## src/rtl/iob_uart_responder.sv

```systemverilog
// iob_uart_responder: native-bus UART peripheral with an 8N1 transmitter,
// an 8N1 receiver and a single-byte receive buffer.
module iob_uart_responder #(
  parameter int DATA_W  = 32,
  parameter int ADDR_W  = 3,
  parameter int DIV_RST = 16
) (
  input  logic              clk,
  input  logic              resetn,
  input  logic              valid,
  input  logic [ADDR_W-1:0] address,
  input  logic [DATA_W-1:0] wdata,
  input  logic              wstrb,
  output logic [DATA_W-1:0] rdata,
  output logic              ready,
  output logic              txd,
  input  logic              rxd
);

  localparam logic [ADDR_W-1:0] A_SOFTRESET = ADDR_W'(0);
  localparam logic [ADDR_W-1:0] A_DIV       = ADDR_W'(1);
  localparam logic [ADDR_W-1:0] A_TXDATA    = ADDR_W'(2);
  localparam logic [ADDR_W-1:0] A_TXEN      = ADDR_W'(3);
  localparam logic [ADDR_W-1:0] A_RXEN      = ADDR_W'(4);
  localparam logic [ADDR_W-1:0] A_TXREADY   = ADDR_W'(5);
  localparam logic [ADDR_W-1:0] A_RXREADY   = ADDR_W'(6);
  localparam logic [ADDR_W-1:0] A_RXDATA    = ADDR_W'(7);
  localparam logic [15:0]       DIV_INIT    = 16'(DIV_RST);

  typedef enum logic [1:0] {TX_IDLE, TX_START, TX_DATA, TX_STOP} tx_state_t;
  typedef enum logic [2:0] {RX_IDLE, RX_START, RX_DATA, RX_STOP, RX_BRK} rx_state_t;

  tx_state_t         tx_state, tx_state_nx;
  rx_state_t         rx_state, rx_state_nx;
  logic [15:0]       div, div_eff;
  logic              tx_en, rx_en, tx_ready, rx_ready;
  logic [7:0]        rx_data;
  logic              accept, wr_acc, rd_acc, soft_abort, tx_load, rx_clr;
  logic [DATA_W-1:0] rd_mux;
  logic              unused_wdata;

  logic              tx_go, tx_tick, tx_last;
  logic [15:0]       tx_cnt, tx_bdiv;
  logic [3:0]        tx_idx;
  logic [7:0]        tx_shift;

  logic              rx_s1, rx_s2, rx_prev, rx_fall, rx_tick, rx_half, rx_done;
  logic [15:0]       rx_cnt, rx_bdiv;
  logic [3:0]        rx_idx;
  logic [7:0]        rx_shift;

  // Divisors below 2 would make the half-bit wait zero cycles long.
  assign div_eff      = (div < 16'd2) ? 16'd2 : div;
  // A valid still high during the ready cycle is the tail of the previous request.
  assign accept       = valid & ~ready;
  assign wr_acc       = accept & wstrb;
  assign rd_acc       = accept & ~wstrb;
  assign soft_abort   = wr_acc && (address == A_SOFTRESET) && wdata[0];
  assign tx_load      = wr_acc && (address == A_TXDATA) && tx_en && tx_ready;
  assign rx_clr       = rd_acc && (address == A_RXDATA);
  assign unused_wdata = ^wdata[DATA_W-1:16];

  // Read data selection; write-only registers read back as zero.
  always_comb begin
    rd_mux = '0;
    case (address)
      A_TXREADY: rd_mux[0]   = tx_ready;
      A_RXREADY: rd_mux[0]   = rx_ready;
      A_RXDATA:  rd_mux[7:0] = rx_data;
      default:   ;
    endcase
  end

  // Bus handshake and control registers.
  always_ff @(posedge clk or negedge resetn) begin
    if (!resetn) begin
      ready <= 1'b0;
      rdata <= '0;
      div   <= DIV_INIT;
      tx_en <= 1'b0;
      rx_en <= 1'b0;
    end else begin
      ready <= accept;
      if (rd_acc) rdata <= rd_mux;
      if (wr_acc) begin
        case (address)
          A_SOFTRESET: if (wdata[0]) begin
            tx_en <= 1'b0;
            rx_en <= 1'b0;
          end
          A_DIV:   div   <= wdata[15:0];
          A_TXEN:  tx_en <= wdata[0];
          A_RXEN:  rx_en <= wdata[0];
          default: ;
        endcase
      end
    end
  end

  // Status flags and the receive buffer; a completing frame beats a read clear.
  always_ff @(posedge clk or negedge resetn) begin
    if (!resetn) begin
      tx_ready <= 1'b1;
      rx_ready <= 1'b0;
      rx_data  <= 8'd0;
    end else begin
      if (soft_abort)   tx_ready <= 1'b1;
      else if (tx_load) tx_ready <= 1'b0;
      else if (tx_last) tx_ready <= 1'b1;
      if (soft_abort) rx_ready <= 1'b0;
      else if (rx_done) begin
        rx_ready <= 1'b1;
        rx_data  <= rx_shift;
      end else if (rx_clr) rx_ready <= 1'b0;
    end
  end

  assign tx_tick = (tx_cnt == tx_bdiv - 16'd1);
  // Flag the frame done one cycle early so tx_ready is up in the final STOP cycle.
  assign tx_last = (tx_state == TX_STOP) && (tx_cnt == tx_bdiv - 16'd2);

  // TX state register.
  always_ff @(posedge clk or negedge resetn) begin
    if (!resetn)         tx_state <= TX_IDLE;
    else if (soft_abort) tx_state <= TX_IDLE;
    else                 tx_state <= tx_state_nx;
  end

  // TX next-state logic.
  always_comb begin
    tx_state_nx = tx_state;
    case (tx_state)
      TX_IDLE:  if (tx_go) tx_state_nx = TX_START;
      TX_START: if (tx_tick) tx_state_nx = TX_DATA;
      TX_DATA:  if (tx_tick && tx_idx == 4'd7) tx_state_nx = TX_STOP;
      TX_STOP:  if (tx_tick) tx_state_nx = TX_IDLE;
      default:  tx_state_nx = TX_IDLE;
    endcase
  end

  // TX bit timer and shifter; the divisor is re-latched at every bit boundary.
  always_ff @(posedge clk or negedge resetn) begin
    if (!resetn) begin
      txd      <= 1'b1;
      tx_go    <= 1'b0;
      tx_cnt   <= 16'd0;
      tx_bdiv  <= DIV_INIT;
      tx_idx   <= 4'd0;
      tx_shift <= 8'd0;
    end else if (soft_abort) begin
      txd    <= 1'b1;
      tx_go  <= 1'b0;
      tx_cnt <= 16'd0;
      tx_idx <= 4'd0;
    end else begin
      if (tx_load) begin
        tx_go    <= 1'b1;
        tx_shift <= wdata[7:0];
      end
      case (tx_state)
        TX_IDLE: begin
          txd    <= 1'b1;
          tx_cnt <= 16'd0;
          tx_idx <= 4'd0;
          if (tx_go) begin
            txd     <= 1'b0;
            tx_go   <= 1'b0;
            tx_bdiv <= div_eff;
          end
        end
        default: begin
          if (tx_tick) begin
            tx_cnt  <= 16'd0;
            tx_bdiv <= div_eff;
            if (tx_state == TX_START) begin
              txd      <= tx_shift[0];
              tx_shift <= tx_shift >> 1;
              tx_idx   <= 4'd0;
            end else if (tx_state == TX_DATA) begin
              if (tx_idx == 4'd7) txd <= 1'b1;
              else begin
                txd      <= tx_shift[0];
                tx_shift <= tx_shift >> 1;
                tx_idx   <= tx_idx + 4'd1;
              end
            end else txd <= 1'b1;
          end else tx_cnt <= tx_cnt + 16'd1;
        end
      endcase
    end
  end

  assign rx_fall = rx_prev & ~rx_s2;
  assign rx_tick = (rx_cnt == rx_bdiv - 16'd1);
  assign rx_half = (rx_cnt == (rx_bdiv >> 1) - 16'd1);
  assign rx_done = (rx_state == RX_STOP) && rx_tick && rx_s2;

  // RX state register.
  always_ff @(posedge clk or negedge resetn) begin
    if (!resetn)         rx_state <= RX_IDLE;
    else if (soft_abort) rx_state <= RX_IDLE;
    else                 rx_state <= rx_state_nx;
  end

  // RX next-state logic; a bad stop bit parks in RX_BRK until the line idles.
  always_comb begin
    rx_state_nx = rx_state;
    case (rx_state)
      RX_IDLE:  if (rx_en && rx_fall) rx_state_nx = RX_START;
      RX_START: if (rx_half) rx_state_nx = rx_s2 ? RX_IDLE : RX_DATA;
      RX_DATA:  if (rx_tick && rx_idx == 4'd7) rx_state_nx = RX_STOP;
      RX_STOP:  if (rx_tick) rx_state_nx = rx_s2 ? RX_IDLE : RX_BRK;
      RX_BRK:   if (rx_s2) rx_state_nx = RX_IDLE;
      default:  rx_state_nx = RX_IDLE;
    endcase
  end

  // RX synchronizer, sample timer and shifter.
  always_ff @(posedge clk or negedge resetn) begin
    if (!resetn) begin
      rx_s1    <= 1'b1;
      rx_s2    <= 1'b1;
      rx_prev  <= 1'b1;
      rx_cnt   <= 16'd0;
      rx_bdiv  <= DIV_INIT;
      rx_idx   <= 4'd0;
      rx_shift <= 8'd0;
    end else begin
      rx_s1   <= rxd;
      rx_s2   <= rx_s1;
      rx_prev <= rx_s2;
      case (rx_state)
        RX_START: begin
          if (rx_half) begin
            rx_cnt  <= 16'd0;
            rx_bdiv <= div_eff;
            rx_idx  <= 4'd0;
          end else rx_cnt <= rx_cnt + 16'd1;
        end
        RX_DATA: begin
          if (rx_tick) begin
            rx_cnt   <= 16'd0;
            rx_bdiv  <= div_eff;
            rx_shift <= {rx_s2, rx_shift[7:1]};
            if (rx_idx != 4'd7) rx_idx <= rx_idx + 4'd1;
          end else rx_cnt <= rx_cnt + 16'd1;
        end
        RX_STOP: rx_cnt <= rx_cnt + 16'd1;
        default: begin
          rx_cnt  <= 16'd0;
          rx_bdiv <= div_eff;
        end
      endcase
    end
  end

endmodule

```

## config.mk

```make
export PLATFORM = sky130hd
export DESIGN_NAME = iob_uart_responder
export DESIGN_NICKNAME = d
export VERILOG_FILES = /design/src/rtl/iob_uart_responder.sv
export SDC_FILE = /design/constraint.sdc
export NUM_CORES = 1
export LEC_CHECK = 0
export ABC_CLOCK_PERIOD_IN_PS = 10000
export BUFFER_PORTS_ARGS = -buffer_cell sky130_fd_sc_hd__buf_2
export CORE_UTILIZATION = 35
export CTS_CLUSTER_SIZE = 14
export DETAILED_ROUTE_END_ITERATION = 6
export MAX_ROUTING_LAYER = met4
export SLEW_MARGIN = 20
export SYNTH_ARGS = -nofsm -noshare
export SYNTH_HDL_FRONTEND = slang
export SYNTH_SLANG_ARGS = --single-unit
```

## constraint.sdc

```tcl
create_clock -name clk -period 10 [get_ports clk]
set_input_delay 1 -clock clk [delete_from_list [all_inputs] [get_ports clk]]
set_output_delay 1 -clock clk [all_outputs]
set_load 0.1 [all_outputs]
```

# [Yosys cells after proc, flatten, opt, wreduce, memory -nomap -nowiden]
# Cells that the tools add are included.
[op_classes] n_mux=66 order_cmp=1 addsub=8 eq_ne=36 reduce_logical=34 n_bitwise=9
[op_table] operator="16-bit two-way mux" count=11
[op_table] operator="16-bit one-hot mux with 3 select lines" count=2
[op_table] operator="16-bit == test" count=4
[op_table] operator="8-bit two-way mux" count=6
[op_table] operator="4-bit two-way mux" count=9
[op_table] operator="16-bit by 1-bit adder with 16-bit output, second input constant" count=2
[op_table] operator="16-bit by 1-bit subtractor with 16-bit output, second input constant" count=2
[op_table] operator="3-bit != test, second input constant" count=9
[op_table] operator="3-bit two-way mux" count=7
[op_table] operator="1-bit two-way mux" count=18
[op_table] operator="16-bit by 2-bit < comparator with 1-bit output, second input constant" count=1
[op_table] operator="15-bit by 1-bit subtractor with 16-bit output, second input constant" count=1
[op_table] operator="16-bit by 2-bit subtractor with 16-bit output, second input constant" count=1
[op_table] operator="3-bit == test, second input constant" count=5
[op_table] operator="3-bit one-hot mux with 5 select lines" count=1
[op_table] operator="3-bit AND reduction" count=5
[op_table] operator="3-bit by 2-bit == test with 1-bit output, second input constant" count=4
[op_table] operator="1-bit logical AND" count=12
[op_table] operator="2-bit two-way mux" count=6
[op_table] operator="2-bit != test, second input constant" count=5
[op_table] operator="3-bit nonzero test" count=3
[op_table] operator="4-bit by 1-bit adder with 4-bit output, second input constant" count=2
[op_table] operator="4-bit by 3-bit == test with 1-bit output, second input constant" count=2
[op_table] operator="2-bit one-hot mux with 4 select lines" count=1
[op_table] operator="other kinds (18)" count=35
[totals] out_inout_bits=34 wordCells=177 ff_bits=135

# [Logic depth before layout (Yosys ltp)]
# Gate-level depths: netlist (run 1).
[logic_depth] ltp_word=12 mapped_depth=12

# [Least setup slack after synthesis (run 1)]
# Ideal clock, no wire load.
[synth_path] kind="reg2reg" from="reg rx_bdiv[5]" to="reg rx_bdiv[13]" setup_time_ns=0.127 stages_incl_launch_ff=12 path_slack_ns=6.773 n_path_buf=3 synth_period_minus_slack_ns=3.227 arrival_time_ns=3.100 path_cell_list="dfrtp_1 > buf_6 > or4_4 > buf_6 > or4_4 > o31a_1 > a2111oi_2 > nand4b_1 > nand3b_1 > o21a_4 > buf_6 > mux2_1"
[synth_between] elab_chain_len=4 word_cells_on_any_way=7 cone_classes="2 x add/sub; 4 x eq/ne; 1 x reduce/logical"
[synth_lines] element="start, declared" line="48" source="logic [15:0] rx_cnt, rx_bdiv;"
[synth_lines] element="start signal, assigned" line="236" source="rx_bdiv <= div_eff;"
[synth_lines] element="start signal, assigned" line="243" source="rx_bdiv <= div_eff;"
[synth_lines] element="start signal, assigned" line="251" source="rx_bdiv <= div_eff;"
[synth_lines] element="16-bit by 1-bit subtractor with 16-bit output / 15-bit by 1-bit subtractor with 16-bit output (equally long branches)" line="194, 195"
[synth_lines] element="16-bit == test (on tied branches)" line="194, 195"
[synth_lines] element="2-bit != test (no source line)"
[synth_lines] element="3-bit AND reduction (no source line) (*)"
# Mark *: on every way between the ends. The rest lies on a longest branch, timed or not.
# A chain may end at the register's enable or synchronous reset.

# [Worst setup path in the final report (run 1)]
[layout_path] from="reg rx_bdiv[2]" to="reg rx_data[0]"
[layout_between] elab_chain_len=5
[layout_lines] element="16-bit by 1-bit subtractor with 16-bit output" line="194" source="assign rx_tick = (rx_cnt == rx_bdiv - 16'd1);"
[layout_lines] element="16-bit == test" line="194"
[layout_lines] element="1-bit logical AND (2 in a row)" line="196" source="assign rx_done = (rx_state == RX_STOP) && rx_tick && rx_s2;"
[layout_lines] element="2-bit AND reduction (no source line)"
[layout_lines] element="end signal, assigned" line="113" source="rx_data <= rx_shift;"
[layout_lines] element="end, declared" line="37" source="logic [7:0] rx_data;"
# No other way between the ends.

==> results.cfg, run 1 <==
[floorplanning]
dieArea_um2 = 23700
die_h_um = 154
initial_core_util_pct = 35.7
placementRows = 55
io_pins = 74
die_w_um = 154
core_um2 = 22600

[drt]
post_drt_wl_per_cell_um = 15.6
ant_nets = 0
drc_errors = 0
vias = 5819
drt_wl_total_um = 17500
drt_first_pass_iters = 4
vias_per_cell = 5.18
drt_iter0_drc = 417

[clocking]
clock_path_buffers = 2
cts_hold_buf = 0
cts-root-buf = clkbuf_16
cts_tree = yes
postCtsSetupRepairBufs = 0
cts_sinks = 135
cts.repair.resized = 0
clkLatencyLatePin_ns = 0.42
htreeDepth = 4
cts-buffers-inserted = 17
clk_pin_slew_ns = 0.07

[placed_design]
gp_congestion = 0.867
dp_hpwl_um = 12300
port_buffers = 33

[sta]
tns_ns = 0
setup-violations-final = 0
worst_pin_slew_ns = 0.783
post-route-period-util_pct = 39.5
maxSlewViolCount = 0
finClkSkew_ns = 0.0114
hold_viol = 0
relSlewSlack_pct = 47.7
fin_crit_ns = 3.95
rsz0062_at_grt = no
fmax_mhz = 253

[worst_setup_path]
required_ns = 10.31
ff2ff_path_depth = 10
critPathCaptureType = register
reg2reg_from = rx_bdiv[2]
r2r_setup_slack_ns = 6.05
worstSetupPathType = reg2reg
reg2reg_to = rx_data[0]
critPathMaxFanout = 9
crit_path_start_kind = register
worst_ep_arrival_time_ns = 4.26

[grt]
antenna_found_initial = 0
grt_pass1_vias = 5586
grt-ovfl-total = 0
grt_pass1_wl_um = 29600
grt_max_degree = 77
track_usage_pct = 16.1

[power_and_ir_drop]
p_leak_nw = 4.13
powerDensity_nw_per_um2 = 227
power.total_mw = 2.03
peakVddDrop_mv = 0.155

[layout]
ff_latch_area_um2 = 3390
fin_util_pct = 39.5
multi_input_area_um2 = 4310
drive_gt1_share_pct = 17.8
area_growth_pct = 10.7
antennaDiodeCount = 0
nFillCells = 2242
fin_nets = 877

[synthesis]
postSynthAreaPerCell_um2 = 9.93
postSynthCellCount = 814
ys_ff_latch = 135
synth-main-ff-cell = dfrtp_1
synth_area_um2 = 8090
synth_seq_area_share_pct = 41.9
yosysWarnings = 0
async_reset_ff_share_pct = 100
synth_enable_flop_cells = 0
ys_types = 70

[min_path]
holdPathEnd = rx_s2
hold_depth = 0
min_path_type = reg2reg
hold_start = rx_s1

[run_status]
outcome = finished clean

[job]
drv_cap = 0
## how the worst max path moves through the flow
stage	from	cells past startpoint	end
4_1_cts	tx_bdiv[2]	10	tx_shift[5]
3_3_place_gp	tx_bdiv[2]	10	tx_shift[5]
2_1_floorplan	rx_bdiv[5]	11	rx_bdiv[13]
3_5_place_dp	tx_bdiv[2]	10	tx_shift[5]
5_1_grt	tx_bdiv[2]	10	tx_shift[6]
6_report	rx_bdiv[2]	10	rx_data[0]
## Yosys cell counts (3+ instances only)
cell type  count  share of area, %
or4_1          5              0.46
nor3b_1        7              0.65
mux2_2        53               7.4
nand3b_1       4              0.37
nand3_1       37               2.3
a31oi_1        6              0.46
clkbuf_1      31               1.4
and3_1        16               1.2
inv_1         20              0.93
a211oi_1       5              0.46
nor4b_1        3              0.33
dfstp_2        8               2.6
buf_4         24               2.2
nand4b_1       4              0.43
dfrtp_1      127                39
buf_6          5              0.70
nor2_1        67               3.1
nor3_1        21               1.3
ha_1          12               1.9
mux2i_1       16               2.0
nor2b_1        9              0.70
nand2_1       63               2.9
o21ai_0       15              0.93
xnor2_1       49               5.3
o31ai_1        4              0.37
xor2_1        45               4.9
and2_1         4              0.31
nor4_1        16               1.2
or2_2          6              0.46
a22o_1         8              0.87
a21oi_1       15              0.93
nand2b_1      14               1.1
o211ai_1       4              0.37
buf_2          5              0.31
or3_1          3              0.23
o22ai_1        4              0.31
o21bai_1       3              0.28
mux2_1        14               1.9
a21o_1         9              0.84
nand4_1       12              0.93
## through the flow
stage | area (um^2) | hold slack, ns | cells | setup slack, ns
2_1_floorplan | 8170 | 0.345 | 837 | 6.77
3_3_place_gp | 8320 | 0.348 | 1091 | 6.11
3_5_place_dp | 8320 | 0.348 | 1091 | 6.06
4_1_cts | 8950 | 0.359 | 1123 | 6.04
5_1_grt | 8950 | 0.360 | 1123 | 5.65
6_report | 8950 | 0.357 | 1123 | 6.05
## routing by layer
| layer | part of all wire (%) | GRT usage (%) | vias up |
|---|---|---|---|
| met5 | 0 | - | - |
| met4 | 1.2 | 4.43 | 0 |
| met3 | 3.1 | 3.24 | 14 |
| met2 | 45 | 23.7 | 108 |
| met1 | 51 | 22.4 | 2856 |
| li1 | - | - | 2841 |
## power breakdown
part           switching, mW  total, mW  internal [mW]
clock                  0.301      0.644          0.343
combinational          0.356      0.616          0.260
sequential             0.147      0.770          0.622
total                  0.805       2.03           1.23
## worst max-delay path, stage by stage, from the launching register on
cell	delay [ns]
dfrtp_1	0.44
inv_1	0.10
ha_1	0.27
nor4b_2	0.56
nand2_1	0.26
o41ai_1	0.41
o22ai_1	0.22
a2111oi_4	0.61
and2_1	0.24
nand4_2	0.32
mux2_2	0.39
## cells in the final DEF (no fill, tap or decap), types with 21 or more instances in the layout
cell       n
dfrtp_1  127
nor2_1    67
nand2_1   63
mux2_2    53
xnor2_1   49
xor2_1    45
nand3_1   37
buf_2     32
conb_1    24
nor3_1    21
## cells by family (layout without fill, tap and decap cells)
logic type / after synthesis / after routing / share of synthesized area [%]
and+or+nand+nor: 305 / 305 / 20.0
DFF: 135 / 135 / 41.9
adders and majority gates: 12 / 12 / 1.86
AOI/OAI and AO/OA: 97 / 97 / 8.82
xor gates and xnor gates: 94 / 94 / 10.2
muxes: 83 / 83 / 11.3
other: 1 / 24 / 0.0464
buffers and inverters: 87 / 88 / 5.90
## area by class of cell
class	instances	area share [%]
repair buffers	36	2.17
clock buffers	17	4.75
multi-input cells	615	48.1
clock inverters	15	2.25
flip-flops and latches	135	37.9
inverters	20	0.839
well taps	285	3.99
## flip-flops by register name (all words and copies together) (netlist names), 2 cells and up
signal	cells
rx_cnt	16
tx_cnt	16
rx_idx	4
div	16
rx_data	8
rdata	8
rx_bdiv	16
rx_shift	8
tx_shift	8
tx_idx	4
rx_state	3
tx_state	2
tx_bdiv	16
Note: power is estimated with default switching activity, not from simulation.
==> run 2, diff against run 1 <==
--- a/config.mk
+++ b/config.mk
@@ -5,7 +5,7 @@
 export SDC_FILE = /design/constraint.sdc
 export NUM_CORES = 1
 export LEC_CHECK = 0
-export ABC_CLOCK_PERIOD_IN_PS = 10000
+export ABC_CLOCK_PERIOD_IN_PS = 3800
 export BUFFER_PORTS_ARGS = -buffer_cell sky130_fd_sc_hd__buf_2
 export CORE_UTILIZATION = 35
 export CTS_CLUSTER_SIZE = 14
==> constraint.sdc (replaced) <==
create_clock -name clk -period 3.8 [get_ports clk]
set_input_delay 0.38 -clock clk [delete_from_list [all_inputs] [get_ports clk]]
set_output_delay 0.38 -clock clk [all_outputs]
set_load 0.1 [all_outputs]
==> run 2 against run 1 <==
  * Sequential power up 150%
  * Setup slack worse by 5.8 ns
  * Power rose to 2.7 times the previous value
  * Via count up 2.5%
  * Count of clock-buffer cells in the layout unchanged
  * Sequential share of layout area down 0.71 points
  * Worst hold slack worse by 0.31 ns
  * Largest cell class unchanged
  * Highest routed layer unchanged
  * Cell area up 1.9%
  * Global-route usage up 0.32 points
  * Fmax up 10%
  * First-iteration DRC count down 4.6%
==> results.cfg, run 2 (same netlist as run 1, synthesis figures left out) <==
[power_and_ir_drop]
seqPwrFrac_pct = 34.8
peakVddDrop_mv = 0.500
switchingPower_mw = 2.13
powerDensity_nw_per_um2 = 603
p_sw_share_pct = 38.8
clkPwrFrac_pct = 30.8
p_leak_nw = 4.23
comb_power_share_pct = 34.4
power.internal_mw = 3.37

[placed_design]
dpl.cell_count = 1113
dp_hpwl_um = 12700
port_buffers = 33
gp_congestion = 0.870

[sta]
hold_viol = 0
finClkSkew_ns = 0.0151
setup-violations-final = 0
relSlewSlack_pct = 44.7
tns_ns = 0
worst_pin_slew_ns = 0.828
fmax_mhz = 280
fin_crit_ns = 3.57
rsz0062_at_grt = no
post-route-period-util_pct = 94.1
maxSlewViolCount = 0

[floorplanning]
die_w_um = 154
core_um2 = 22600
initial_core_util_pct = 35.7
io_pins = 74
die_h_um = 154
placementRows = 55
dieArea_um2 = 23700

[layout]
area_growth_pct = 12.8
nFillCells = 2222
ff_latch_area_um2 = 3390
final_common_cell = dfrtp_1
drive_gt1_share_pct = 20.1
fin_nets = 901
antennaDiodeCount = 0
finalNonFillerCells = 1147
final_cell_mix = 127 x dfrtp_1, 67 x nor2_1, 63 x nand2_1
multi_input_area_um2 = 4330

[drt]
drc_errors = 0
vias_per_cell = 5.20
drt_wl_total_um = 18000
drt_first_pass_iters = 5
ant_nets = 0
post_drt_wl_per_cell_um = 15.7
drt_iter0_drc = 398
vias = 5964

[worst_setup_path]
crit_slowest_cell = or4b_2
critPathMaxFanout = 11
cp.depth = 11
worstSetupPathType = reg2reg
startpoint = rx_bdiv[2]
worst_ep_arrival_time_ns = 3.89
crit_family = simple AND/OR/NAND/NOR gates
critPathCaptureType = register
reg2reg_from = rx_bdiv[2]
cp.buffers_inverters = 2
crit_path_start_kind = register
ff2ff_path_depth = 11
crit_chain = inv_1, ha_1, or4b_2, nor3_1, xnor2_1, nor4_2, buf_4, nand4b_1, nand3b_1, o21a_4, mux2_2
max_stage_delay_ns = 0.69
required_ns = 4.11

[grt]
grt_pass1_wl_um = 30100
grt_max_degree = 73
grt-ovfl-total = 0
grt_pass1_vias = 5785
antenna_found_initial = 0
track_usage_pct = 16.4

[job]
drv_cap = 0

[clocking]
clk_pin_slew_ns = 0.06
cts-buffers-inserted = 17
htreeDepth = 4
clkLatencyLatePin_ns = 0.43
cts-root-buf = clkbuf_16
postCtsSetupRepairBufs = 0
cts_tree = yes
cts_sinks = 135
clock_path_buffers = 2

[min_path]
min_path_type = in2reg
hold_start = rxd
hold_depth = 1

[run_status]
outcome = finished clean
## run 2: through the flow
stage	util (%)	setup slack, ns	cell area [um^2]	hold slack (ns)	total power [mW]
2_1_floorplan	-	0.573	8170	0.0844	3.39
3_5_place_dp	37.5	0.260	8490	0.348	3.78
5_1_grt	40.3	0.00372	9120	0.0295	5.84
6_report	40.3	0.226	9120	0.0450	5.50
4_1_cts	40.2	0.257	9100	0.0324	5.50
3_3_place_gp	37.5	0.230	8490	0.347	3.76
## run 2: power groups by stage
stage | Combinational [mW] | Sequential [mW] | Clock (mW)
after floorplan | 1.55 | 1.84 | 0
after global placement | 1.83 | 1.93 | 0
after detailed placement | 1.84 | 1.94 | 0
after CTS | 1.86 | 1.91 | 1.74
after global routing | 2.09 | 1.95 | 1.80
final | 1.89 | 1.91 | 1.70
## run 2: worst paths after layout
| kind | slack (ns) | end |
|---|---|---|
| worst min register to register | 0.36 | rx_s2 |
| worst min-delay path | 0.04 | rx_s1 |
| worst max register to register | 0.23 | rx_bdiv[2] |
| max in group asynchronous | 2.32 | rx_s1 |
| worst max-delay path | 0.23 | rx_bdiv[2] |
| min in group asynchronous | 0.54 | tx_cnt[9] |
## run 2: final cells by class
type	count	share of cell area, %
clock buffer	17	4.67
multi-input combinational	616	47.5
clock inverter	15	1.92
tap	285	3.91
timing repair buffer	59	4.05
inverter	20	0.823
sequential	135	37.2
## run 2: timing repair
| item | CTS | global route |
|---|---|---|
| endpoints found under the setup margin | 0 | 15 |
| resized for setup | 0 | 2 |
| hold buffers | 1 | 0 |
| hold endpoints to repair | 13 | 0 |
## run 2: worst register-to-register path, delay by kind of cell (launching register included)
| family | cells | cell delay [ns] |
|---|---|---|
| AOI/OAI and AO/OA | 1 | 0.29 |
| xor gates and xnor gates | 1 | 0.13 |
| muxes | 1 | 0.36 |
| buffers and inverters | 2 | 0.28 |
| and+or+nand+nor | 5 | 1.71 |
| DFF | 1 | 0.44 |
| adders and majority gates | 1 | 0.26 |
## run 2: layer usage
metal / wire (um) / GRT usage [%] / part of all wire [%]
met1: 9040 / 22.5 / 50
met2: 8050 / 24.2 / 45
met3: 634 / 3.24 / 3.5
met4: 284 / 5.29 / 1.6
met5: 0 / - / 0
